[src/rtl/seq_mult_pkg.sv]
// Shared constants for the sequential shift-add multiplier: FSM state encodings
// and the default operand width.
package seq_mult_pkg;

  localparam int unsigned DEF_WIDTH = 4;

  typedef enum logic [1:0] {
    ST_IDLE = 2'd0,
    ST_CALC = 2'd1,
    ST_DONE = 2'd2
  } state_e;

endpackage

[src/rtl/seq_mult_if.sv]
// Request/result bundle between a requester and the sequential multiplier.
interface seq_mult_if
  import seq_mult_pkg::*;
#(
  parameter int unsigned WIDTH = DEF_WIDTH
);

  logic               start;
  logic               mode;
  logic [WIDTH-1:0]   multiplicand;
  logic [WIDTH-1:0]   multiplier;
  logic [2*WIDTH-1:0] product;
  logic               busy;
  logic               done;

  modport master (
    output start, mode, multiplicand, multiplier,
    input  product, busy, done
  );

  modport slave (
    input  start, mode, multiplicand, multiplier,
    output product, busy, done
  );

endinterface

[src/rtl/seq_mult_dp.sv]
// Multiplier datapath: operand magnitude capture, shift-add accumulator and
// final sign restoration.
module seq_mult_dp
  import seq_mult_pkg::*;
#(
  parameter int unsigned WIDTH = DEF_WIDTH
) (
  input  logic               clk,
  input  logic               rst_n,
  input  logic               load,
  input  logic               step,
  input  logic               signed_op,
  input  logic [WIDTH-1:0]   a,
  input  logic [WIDTH-1:0]   b,
  output logic [2*WIDTH-1:0] result_c
);

  localparam int unsigned PW = 2 * WIDTH;

  // Magnitude of the most negative value still fits as an unsigned WIDTH-bit number.
  function automatic logic [WIDTH-1:0] magnitude(input logic [WIDTH-1:0] v, input logic sgn);
    return (sgn && v[WIDTH-1]) ? WIDTH'(~v + 1'b1) : v;
  endfunction

  logic [PW-1:0]    mcand_q;
  logic [WIDTH-1:0] mplier_q;
  logic             neg_q;
  logic [PW-1:0]    acc_q;

  always_ff @(posedge clk or negedge rst_n) begin
    if (!rst_n) begin
      mcand_q  <= '0;
      mplier_q <= '0;
      neg_q    <= 1'b0;
      acc_q    <= '0;
    end else if (load) begin
      mcand_q  <= PW'(magnitude(a, signed_op));
      mplier_q <= magnitude(b, signed_op);
      neg_q    <= signed_op & (a[WIDTH-1] ^ b[WIDTH-1]);
      acc_q    <= '0;
    end else if (step) begin
      acc_q    <= acc_q + (mplier_q[0] ? mcand_q : '0);
      mcand_q  <= mcand_q << 1;
      mplier_q <= mplier_q >> 1;
    end
  end

  assign result_c = neg_q ? PW'(~acc_q + 1'b1) : acc_q;

endmodule

[src/rtl/seq_mult.sv]
// Sequential multiplier top: IDLE/CALC/DONE control, iteration counter and
// registered result/status outputs around the shift-add datapath.
module seq_mult
  import seq_mult_pkg::*;
#(
  parameter int unsigned WIDTH     = DEF_WIDTH,
  parameter int unsigned SIGNED_EN = 1
) (
  input  logic       clk,
  input  logic       rst_n,
  seq_mult_if.slave  bus
);

  localparam int unsigned CW = $clog2(WIDTH + 1);
  localparam int unsigned PW = 2 * WIDTH;

  state_e          state_q, state_d;
  logic [CW-1:0]   cnt_q, cnt_d;
  logic            load_c;
  logic            step_c;
  logic            signed_op_c;
  logic [PW-1:0]   result_c;
  logic [PW-1:0]   product_q;
  logic            busy_q;
  logic            done_q;

  assign signed_op_c = (SIGNED_EN != 0) && bus.mode;

  seq_mult_dp #(.WIDTH(WIDTH)) u_dp (
    .clk       (clk),
    .rst_n     (rst_n),
    .load      (load_c),
    .step      (step_c),
    .signed_op (signed_op_c),
    .a         (bus.multiplicand),
    .b         (bus.multiplier),
    .result_c  (result_c)
  );

  always_ff @(posedge clk or negedge rst_n) begin
    if (!rst_n) begin
      state_q <= ST_IDLE;
      cnt_q   <= '0;
    end else begin
      state_q <= state_d;
      cnt_q   <= cnt_d;
    end
  end

  // The cycle with the counter at zero closes CALC and hands over to DONE.
  always_comb begin
    state_d = state_q;
    cnt_d   = cnt_q;
    load_c  = 1'b0;
    step_c  = 1'b0;
    unique case (state_q)
      ST_IDLE: begin
        if (bus.start) begin
          load_c  = 1'b1;
          cnt_d   = CW'(WIDTH);
          state_d = ST_CALC;
        end
      end
      ST_CALC: begin
        if (cnt_q == '0) begin
          state_d = ST_DONE;
        end else begin
          step_c = 1'b1;
          cnt_d  = cnt_q - CW'(1);
        end
      end
      ST_DONE: begin
        if (bus.start) begin
          load_c  = 1'b1;
          cnt_d   = CW'(WIDTH);
          state_d = ST_CALC;
        end else begin
          state_d = ST_IDLE;
        end
      end
      default: state_d = ST_IDLE;
    endcase
  end

  // Product only moves on DONE entry so partial sums never appear.
  always_ff @(posedge clk or negedge rst_n) begin
    if (!rst_n) begin
      product_q <= '0;
      busy_q    <= 1'b0;
      done_q    <= 1'b0;
    end else begin
      done_q <= (state_d == ST_DONE);
      busy_q <= (state_d != ST_IDLE);
      if (state_d == ST_DONE) begin
        product_q <= result_c;
      end
    end
  end

  assign bus.product = product_q;
  assign bus.busy    = busy_q;
  assign bus.done    = done_q;

endmodule

[src/flat_wrapper.sv]
// flat-port wrapper written by rule: the top's interface ports become plain ports
module seq_mult_flat import seq_mult_pkg::*;
#(
  parameter int unsigned WIDTH     = DEF_WIDTH,
  parameter int unsigned SIGNED_EN = 1
)
  (clk, rst_n, bus_start, bus_mode, bus_multiplicand, bus_multiplier, bus_product, bus_busy, bus_done);
  seq_mult_if #(.WIDTH(WIDTH)) bus_i ();
  input  logic clk;
  input  logic rst_n;
  input wire logic [$bits(bus_i.start)-1:0] bus_start;
  input wire logic [$bits(bus_i.mode)-1:0] bus_mode;
  input wire logic [$bits(bus_i.multiplicand)-1:0] bus_multiplicand;
  input wire logic [$bits(bus_i.multiplier)-1:0] bus_multiplier;
  output wire logic [$bits(bus_i.product)-1:0] bus_product;
  output wire logic [$bits(bus_i.busy)-1:0] bus_busy;
  output wire logic [$bits(bus_i.done)-1:0] bus_done;
  assign bus_i.start = bus_start;
  assign bus_i.mode = bus_mode;
  assign bus_i.multiplicand = bus_multiplicand;
  assign bus_i.multiplier = bus_multiplier;
  assign bus_product = bus_i.product;
  assign bus_busy = bus_i.busy;
  assign bus_done = bus_i.done;
  seq_mult #(.WIDTH(WIDTH), .SIGNED_EN(SIGNED_EN)) u_core (.clk(clk), .rst_n(rst_n), .bus(bus_i));
endmodule
[config.mk]
export PLATFORM = sky130hd
export DESIGN_NAME = seq_mult_flat
export DESIGN_NICKNAME = d
export VERILOG_FILES = /design/src/rtl/seq_mult_pkg.sv /design/src/rtl/seq_mult_if.sv /design/src/rtl/seq_mult_dp.sv /design/src/rtl/seq_mult.sv /design/src/flat_wrapper.sv
export SDC_FILE = /design/constraint.sdc
export NUM_CORES = 1
export LEC_CHECK = 0
export BUFFER_PORTS_ARGS = -buffer_cell sky130_fd_sc_hd__buf_2
export CORE_ASPECT_RATIO = 1.25
export CORE_MARGIN = 2
export CORE_UTILIZATION = 62
export CTS_BUF_LIST = sky130_fd_sc_hd__clkbuf_16
export DETAILED_ROUTE_END_ITERATION = 16
export PLACE_DENSITY_LB_ADDON = 0.15
export SLEW_MARGIN = 20
export SYNTH_ARGS = -nofsm -noshare
export SYNTH_HDL_FRONTEND = slang
export SYNTH_SLANG_ARGS = --single-unit
[constraint.sdc]
create_clock -name clk -period 5.65 [get_ports clk]
set_clock_uncertainty 0.1 [all_clocks]
set_input_delay 0.565 -clock clk [delete_from_list [all_inputs] [get_ports clk]]
set_output_delay 0.565 -clock clk [all_outputs]
set_load 0.03 [all_outputs]
==> flow_summary.ini, run 1 <==
[run_status]
status = finished clean

[synthesis]
ys_types = 39
yosysTopAreaCellShare_pct = 44.3
synth-main-ff-cell = dfrtp_1
synth_area_leaders = dfrtp_1 (44%), ha_1 (7.4%), nand2_1 (5.5%)
ys_top_cells_by_count = dfrtp_1 (36), nand2_1 (30), nor2_1 (17), nand3_1 (14)
async_flop_share_pct = 100
synth_most_common_cell = dfrtp_1
yosysWarningCount = 0
syn_inst = 220
synth_area_per_cell_um2 = 9.24
synth_seq_cells = 36
yosysTopAreaCell = dfrtp_1
netlist_area_mm2 = 0.00203
synth_seq_area_share_pct = 44.3
synth_enable_flop_cells = 0
syn_nets = 245

[final_layout]
layout.cells.non_filler = 278
nFillCells = 238
fin_area_mm2 = 0.00230
layout.nets = 265
utilization_pct = 72.6
multi_input_area_mm2 = 0.00106
antenna_cells = 0
regArea_um2 = 901
drive_gt1_share_pct = 13.7
area_growth_pct = 13.0

[worst_setup_path]
cp-start-kind = flip-flop
crit_arrival_ps = 2380
critPathCaptureType = flip-flop
crit_fanout = 10
cpMostUsedCell = a21o_1
max_stage_delay_ps = 450
crit_buf_inv = 0
path_class = flip-flop to flip-flop
crit_family = adder cells
critical_path_required_ps = 5700
cp_slowest_cell = dfrtp_1
crit_chain = and2_1 -> ha_1 -> fa_1 -> a21o_1 -> a21o_1 -> a21oi_1 -> or4b_1 -> nand3_1

[timing]
setup-tns-final_ps = 0
drv_slew = 0
max_freq_mhz = 430
finalSetupViolations = 0
fin_crit_sh_pct = 41.2
hold_viol = 0
layout_min_cycle_time_ps = 2330
hold_ws_ps = 270
fin_ws_ps = 3320
rsz0062_at_grt = false
tightestPinTransition_ps = 932
slew_headroom_pct = 37.9

[die]
num_io_pins = 22
start_util_pct = 64.2
rows = 23
chipHeight_um = 68.0
dieArea_mm2 = 0.00376
core_mm2 = 0.00317
dieWidth_um = 55.2

[clocking]
clock_path_buffers = 2
cts_resized = 0
postCtsHoldBufs = 0
cts_buffers = 5
cts_root_buf = clkbuf_16
post-cts-setup-buffers = 0
clock_latency_ps = 280
clock_sinks = 36
cts_tree = yes
path_clk_slew_ps = 50
cts_max_level = 2

[placed_design]
dpl-instance-area_mm2 = 0.00216
place.port_buffers = 21
place_ws_ps = 3180
dpl.cell_count = 270
place_congestion = 0.744
post-dp-hpwl_um = 2930

[drt]
wire_per_inst_um = 15.1
drtAntennaViolNets = 0
drc = 0
drt_iter0_markers = 70
vias_per_cell = 5.92
vias = 1646
first_pass_iters = 4
drt-total-wl_um = 4200

[pwr]
total_power_mw = 1.43
leakage_nw = 1.11
ir_worst_vdd_mv = 0.438
power_density_mw_per_mm2 = 621

[global_routing]
grt_pass1_wl_um = 7200
gr-total-overflow = 0
grt_pass1_vias = 1600
grt_max_degree = 37
antenna_found_initial = 0
gr-usage-all-layers_pct = 24.8

[worst_hold_path]
hp-class = primary input to async pin

[flow_run]
max-cap-violations = 0
-- report_power, final --
group / total [mW] / internal, mW / switching [mW]
sequential: 0.480 / 0.377 / 0.103
combinational: 0.692 / 0.263 / 0.428
clock: 0.255 / 0.158 / 0.0962
-- layer usage --
| metal | track usage (%) | routed length [um] | up-vias |
|---|---|---|---|
| met5 | 0 | 0 | - |
| met4 | 9.45 | 68 | 0 |
| met3 | 5.67 | 188 | 8 |
| met2 | 47.0 | 2220 | 48 |
| met1 | 27.2 | 1720 | 790 |
| li1 | - | - | 800 |
-- cell type report --
class | instances | share of cell area [%]
timing repair buffer | 22 | 4.90
sequential | 36 | 39.2
inverter | 10 | 1.63
clock buffer | 5 | 5.45
clock inverter | 3 | 0.490
multi-input combinational | 165 | 46.3
tap | 37 | 2.02
-- flip-flops by register name, indices dropped and copies added (netlist names) --
name and count:
u_core.u_dp.neg_q 1, u_core.u_dp.mplier_q 4, u_core.state_q 2, u_core.bus.done 1
u_core.u_dp.acc_q 8, u_core.u_dp.mcand_q 8, u_core.bus.busy 1, u_core.cnt_q 3
u_core.bus.product 8
-- logic make-up after synthesis --
logic type,synth area share (%)
xor+xnor,5.60
buf+inv,3.51
compound gates,16.1
fa+ha+maj,8.37
flops,44.3
simple gates,21.0
mux,1.05
-- path summary, 6_finish.rpt --
| check | startpoint | to | slack [ps] | cells after the start |
|---|---|---|---|---|
| setup / recovery | u_core.u_dp.mplier_q[0] | u_core.u_dp.acc_q[6] | 3320 | 8 |
| hold / removal | rst_n | u_core.state_q[1] | 270 | 1 |
| max in group asynchronous | rst_n | u_core.u_dp.mplier_q[0] | 4680 | 1 |
| min in group clk | u_core.cnt_q[0] | u_core.cnt_q[0] | 390 | 1 |
| hold reg to reg | u_core.cnt_q[0] | u_core.cnt_q[0] | 390 | 1 |
| setup reg to reg | u_core.u_dp.mplier_q[0] | u_core.u_dp.acc_q[6] | 3320 | 8 |
-- cell usage in the layout (no fill, tap or decap), types with 4 or more instances in the layout --
cell type,n
a211oi_1,5
a21oi_1,12
a31oi_1,4
and2_1,7
and3_1,4
buf_2,21
clkbuf_16,5
dfrtp_1,36
ha_1,12
inv_1,12
nand2_1,30
nand3_1,14
nor2_1,16
o21ai_0,12
o31ai_1,5
xnor2_1,5
xor2_1,8
-- worst reg2reg max path: stages (launching register included) --
cell and delay (ps):
dfrtp_1 450, and2_1 190, ha_1 230, fa_1 430, a21o_1 200, a21o_1 210, a21oi_1 190, or4b_1 140
nand3_1 60
Note: power is estimated with default switching activity, not from simulation.
==> inputs of run 2 (changes only) <==
CORE_UTILIZATION = 58   (was 62)
clock period = 2.2 ns   (was 5.65 ns; I/O delays follow)
==> flow_summary.ini, run 2 (synthesis results as in run 1) <==
[drt]
drtAntennaViolNets = 0
drc = 0
first_pass_iters = 4
vias_per_cell = 5.74
drt_iter0_markers = 36
vias = 1652
wire_per_inst_um = 14.0
drt-total-wl_um = 4030

[timing]
max_freq_mhz = 474
finalSetupViolations = 0
slew_headroom_pct = 47.2
drv_slew = 0
tightestPinTransition_ps = 791
fin_crit_sh_pct = 95.9
layout_min_cycle_time_ps = 2110
fin_ws_ps = 90.5
rsz0062_at_grt = true
hold_viol = 0
setup-tns-final_ps = 0

[worst_setup_path]
max_stage_delay_ps = 420
path_class = flip-flop to flip-flop
cpMostUsedCell = a21o_1
critPathCaptureType = flip-flop
cp_slowest_cell = dfrtp_1
critical_path_required_ps = 2260
crit_family = adder cells
cp-start-kind = flip-flop
crit_fanout = 5
crit_buf_inv = 0
crit_arrival_ps = 2170
crit_chain = and2_1 -> ha_1 -> fa_2 -> a21o_1 -> a21o_1 -> a21oi_2 -> or4b_1 -> nand3_1
r2r_slack_ps = 90

[clocking]
cts_tree = yes
cts_max_level = 2
post-cts-setup-buffers = 0
clock_path_buffers = 2
path_clk_slew_ps = 50
cts_buffers = 5
cts_root_buf = clkbuf_16
clock_sinks = 36
clock_latency_ps = 280

[global_routing]
grt_max_degree = 37
gr-usage-all-layers_pct = 22.7
antenna_found_initial = 0
grt_pass1_vias = 1614
gr-total-overflow = 0
grt_pass1_wl_um = 7030

[pwr]
leakage_nw = 1.15
ir_worst_vdd_mv = 1.26
power_density_mw_per_mm2 = 1630

[final_layout]
antenna_cells = 0
fin_area_mm2 = 0.00241
final_cell_mix = dfrtp_1 (36), nand2_1 (30), buf_2 (21), nor2_1 (17), nand3_1 (14)
layout.cells.non_filler = 288
drive_gt1_share_pct = 18.9
utilization_pct = 70.4
layout.nets = 273
area_growth_pct = 18.5
nFillCells = 280
final_common_cell = dfrtp_1

[placed_design]
place_ws_ps = 60.5
place.port_buffers = 21
place_congestion = 0.824
post-dp-hpwl_um = 2890
dpl-instance-area_mm2 = 0.00221
dpl.cell_count = 279

[die]
core_mm2 = 0.00342
rows = 24
num_io_pins = 22
start_util_pct = 59.4
dieWidth_um = 57.0
chipHeight_um = 70.2
dieArea_mm2 = 0.00400

[run_status]
status = finished clean

[worst_hold_path]
hp-class = primary input to flip-flop

[flow_run]
max-cap-violations = 0
==> run 2: cell types whose count changed in the layout (fill, tap and decap cells not counted), sizes merged <==
cell         before  now
inv              12   11
dlygate4sd3       0    1
bufinv            0    1
buf              22   29
==> run 2: metrics by stage <==
| step | hold slack [ps] | power (mW) |
|---|---|---|
| after floorplan | -176 | 2.56 |
| after global placement | 246 | 3.02 |
| after detailed placement | 240 | 3.08 |
| after CTS | 127 | 3.89 |
| after global routing | 139 | 4.23 |
| final | 126 | 3.92 |
==> run 2: final timing paths <==
path                                         start                      to  cells past startpoint
min in group asynchronous                    rst_n         u_core.cnt_q[2]                      2
min reg2reg                        u_core.cnt_q[0]         u_core.cnt_q[0]                      1
max                        u_core.u_dp.mplier_q[0]    u_core.u_dp.acc_q[6]                      8
max in group asynchronous                    rst_n   u_core.bus.product[6]                      2
min                            bus_multiplicand[0]  u_core.u_dp.mcand_q[0]                      3
max reg2reg                u_core.u_dp.mplier_q[0]    u_core.u_dp.acc_q[6]                      8
==> run 2: tightest hold or removal path, cell delays in order <==
cell     delay (ps)
buf_2           110
inv_1            60
o21ai_0          80
==> run 2: final cells by class <==
| type | instances | area [um^2] | share of cell area [%] |
|---|---|---|---|
| Clock inverter | 3 | 38.8 | 1.61 |
| Sequential cell | 36 | 901 | 37.4 |
| Tap cell | 39 | 48.8 | 2.03 |
| Inverter | 10 | 37.5 | 1.56 |
| Timing Repair Buffer | 30 | 175 | 7.27 |
| Clock buffer | 5 | 125 | 5.19 |
| Multi-Input combinational cell | 165 | 1080 | 44.9 |
==> run 2: report_power, final <==
group	total, mW	switching [mW]	internal (mW)
clock network	0.782	0.255	0.527
logic	1.91	1.13	0.775
registers	1.23	0.258	0.967
==> run 2: metal layers <==
layer	track usage, %	up-vias	share of wire (%)
li1	-	820	-
met1	26.3	800	42
met2	40.5	25	54
met3	5.56	7	3.0
met4	6.98	0	1.6
met5	0	-	0
==> run 2: what timing repair did <==
action / CTS / global route
resized for setup: 0 / 8
hold endpoints to repair: 36 / 0
setup endpoints to repair: 0 / 3
hold buffers: 1 / 0
==> inputs of run 3 (changes only) <==
CORE_UTILIZATION = 30   (was 58)
clock period = 2.4 ns   (was 2.2 ns; I/O delays follow)
==> flow_summary.ini, run 3 (synthesis results as in run 1) <==
[run_status]
status = finished clean

[die]
chipHeight_um = 96.0
rows = 33
core_mm2 = 0.00657
dieArea_mm2 = 0.00746
start_util_pct = 31.0
dieWidth_um = 77.6
num_io_pins = 22

[final_layout]
final_common_cell = dfrtp_1
layout.cells.non_filler = 331
fin_area_mm2 = 0.00239
antenna_cells = 0
drive_gt1_share_pct = 15.2
final_cell_mix = dfrtp_1 (36), nand2_1 (30), buf_2 (21), nor2_1 (17), nand3_1 (14)
layout.nets = 269
area_growth_pct = 17.7
utilization_pct = 36.4

[clocking]
cts_max_level = 2
cts_tree = yes
clock_path_buffers = 2
cts_root_buf = clkbuf_16
clock_latency_ps = 280
cts_buffers = 5
path_clk_slew_ps = 50
clock_sinks = 36
post-cts-setup-buffers = 0

[worst_setup_path]
rr_startpoint = u_core.u_dp.mplier_q[0]
cp-start-kind = flip-flop
r2r_slack_ps = 170
reg2reg_depth = 8
path_class = flip-flop to flip-flop
crit_fanout = 10
critPathCaptureType = flip-flop
critical_path_required_ps = 2450
worstReg2RegEnd = u_core.u_dp.acc_q[6]
crit_arrival_ps = 2280

[worst_hold_path]
hp-class = primary input to flip-flop
holdPathStages = 3
timing.hold.worst_endpoint = u_core.u_dp.mcand_q[0]
worstHoldStart = bus_multiplicand[0]

[timing]
tightestPinTransition_ps = 790
rsz0062_at_grt = false
finalSetupViolations = 0
hold_viol = 0
slew_headroom_pct = 47.4
fin_crit_sh_pct = 92.9
drv_slew = 0
layout_min_cycle_time_ps = 2230
max_freq_mhz = 449
setup-tns-final_ps = 0

[drt]
drtAntennaViolNets = 0
vias_per_cell = 4.77
drt_iter0_markers = 78
first_pass_iters = 4
drc = 0
drt-total-wl_um = 4060
vias = 1578
wire_per_inst_um = 12.3

[global_routing]
grt_pass1_vias = 1503
antenna_found_initial = 0
gr-total-overflow = 0
grt_pass1_wl_um = 7090
grt_max_degree = 37
gr-usage-all-layers_pct = 12.3

[pwr]
power_density_mw_per_mm2 = 1400
total_power_mw = 3.34
ir_worst_vdd_mv = 0.490
leakage_nw = 1.13

[placed_design]
dpl-instance-area_mm2 = 0.00224
dpl.cell_count = 323
place.port_buffers = 21
place_congestion = 0.771
post-dp-hpwl_um = 2960

[flow_run]
max-cap-violations = 0
run 3: cell types whose count changed in the layout (fill, tap and decap cells not counted), moves of 2 or more:
| cell | delta |
|---|---|
| buf_4 | -4 |
| ha_1 | +2 |
| ha_2 | -2 |
| o21ai_0 | +2 |
| o21ai_1 | -2 |
run 3: final cells by class:
cell class / count / area [um^2]
multi-input cells: 165 / 1070
repair buffers: 26 / 145
flip-flops and latches: 36 / 901
well taps: 87 / 109
clock buffers: 5 / 125
fillers: 668 / 4170
clock inverters: 2 / 8.76
inverters: 10 / 37.5
run 3: repair_timing:
| action | CTS | global route |
|---|---|---|
| hold buffers | 1 | 0 |
| gates resized for setup | 0 | 1 |
| endpoints found under the setup margin | 0 | 1 |
| hold endpoints to repair | 31 | 0 |
run 3: critical path: stages (launching register included):
cell,delay (ps)
dfrtp_1,450
and2_1,180
ha_1,220
fa_1,420
a21o_1,180
a21o_1,190
a21oi_1,180
or4b_1,130
nand3_1,60
run 3: worst max-delay path by stage:
stage / from / to / slack [ps] / cells past startpoint
2_1_floorplan: u_core.u_dp.mplier_q[0] / u_core.u_dp.acc_q[6] / 330 / 8
3_3_place_gp: u_core.u_dp.mplier_q[0] / u_core.u_dp.acc_q[7] / 170 / 7
3_5_place_dp: u_core.u_dp.mplier_q[0] / u_core.u_dp.acc_q[7] / 170 / 7
4_1_cts: u_core.u_dp.mplier_q[0] / u_core.u_dp.acc_q[7] / 140 / 7
5_1_grt: u_core.u_dp.mplier_q[0] / u_core.u_dp.acc_q[6] / 30 / 8
6_report: u_core.u_dp.mplier_q[0] / u_core.u_dp.acc_q[6] / 170 / 8
run 3: power by group:
part	switching, mW	internal [mW]
clock network	0.226	0.372
logic	0.974	0.643
registers	0.240	0.887
run 3: per-layer routing:
metal	vias to the layer above	part of all wire, %	global-route usage (%)
met5	-	0	0
li1	819	-	-
met1	724	46	14.7
met2	27	48	20.6
met4	0	3.0	6.40
met3	8	3.1	2.91
run 3: through the flow:
step | hold WS, ps | setup WS (ps)
2_1_floorplan | -156 | 335
3_3_place_gp | 294 | 171
3_5_place_dp | 289 | 166
4_1_cts | 146 | 142
5_1_grt | 186 | 25.6
6_report | 150 | 171
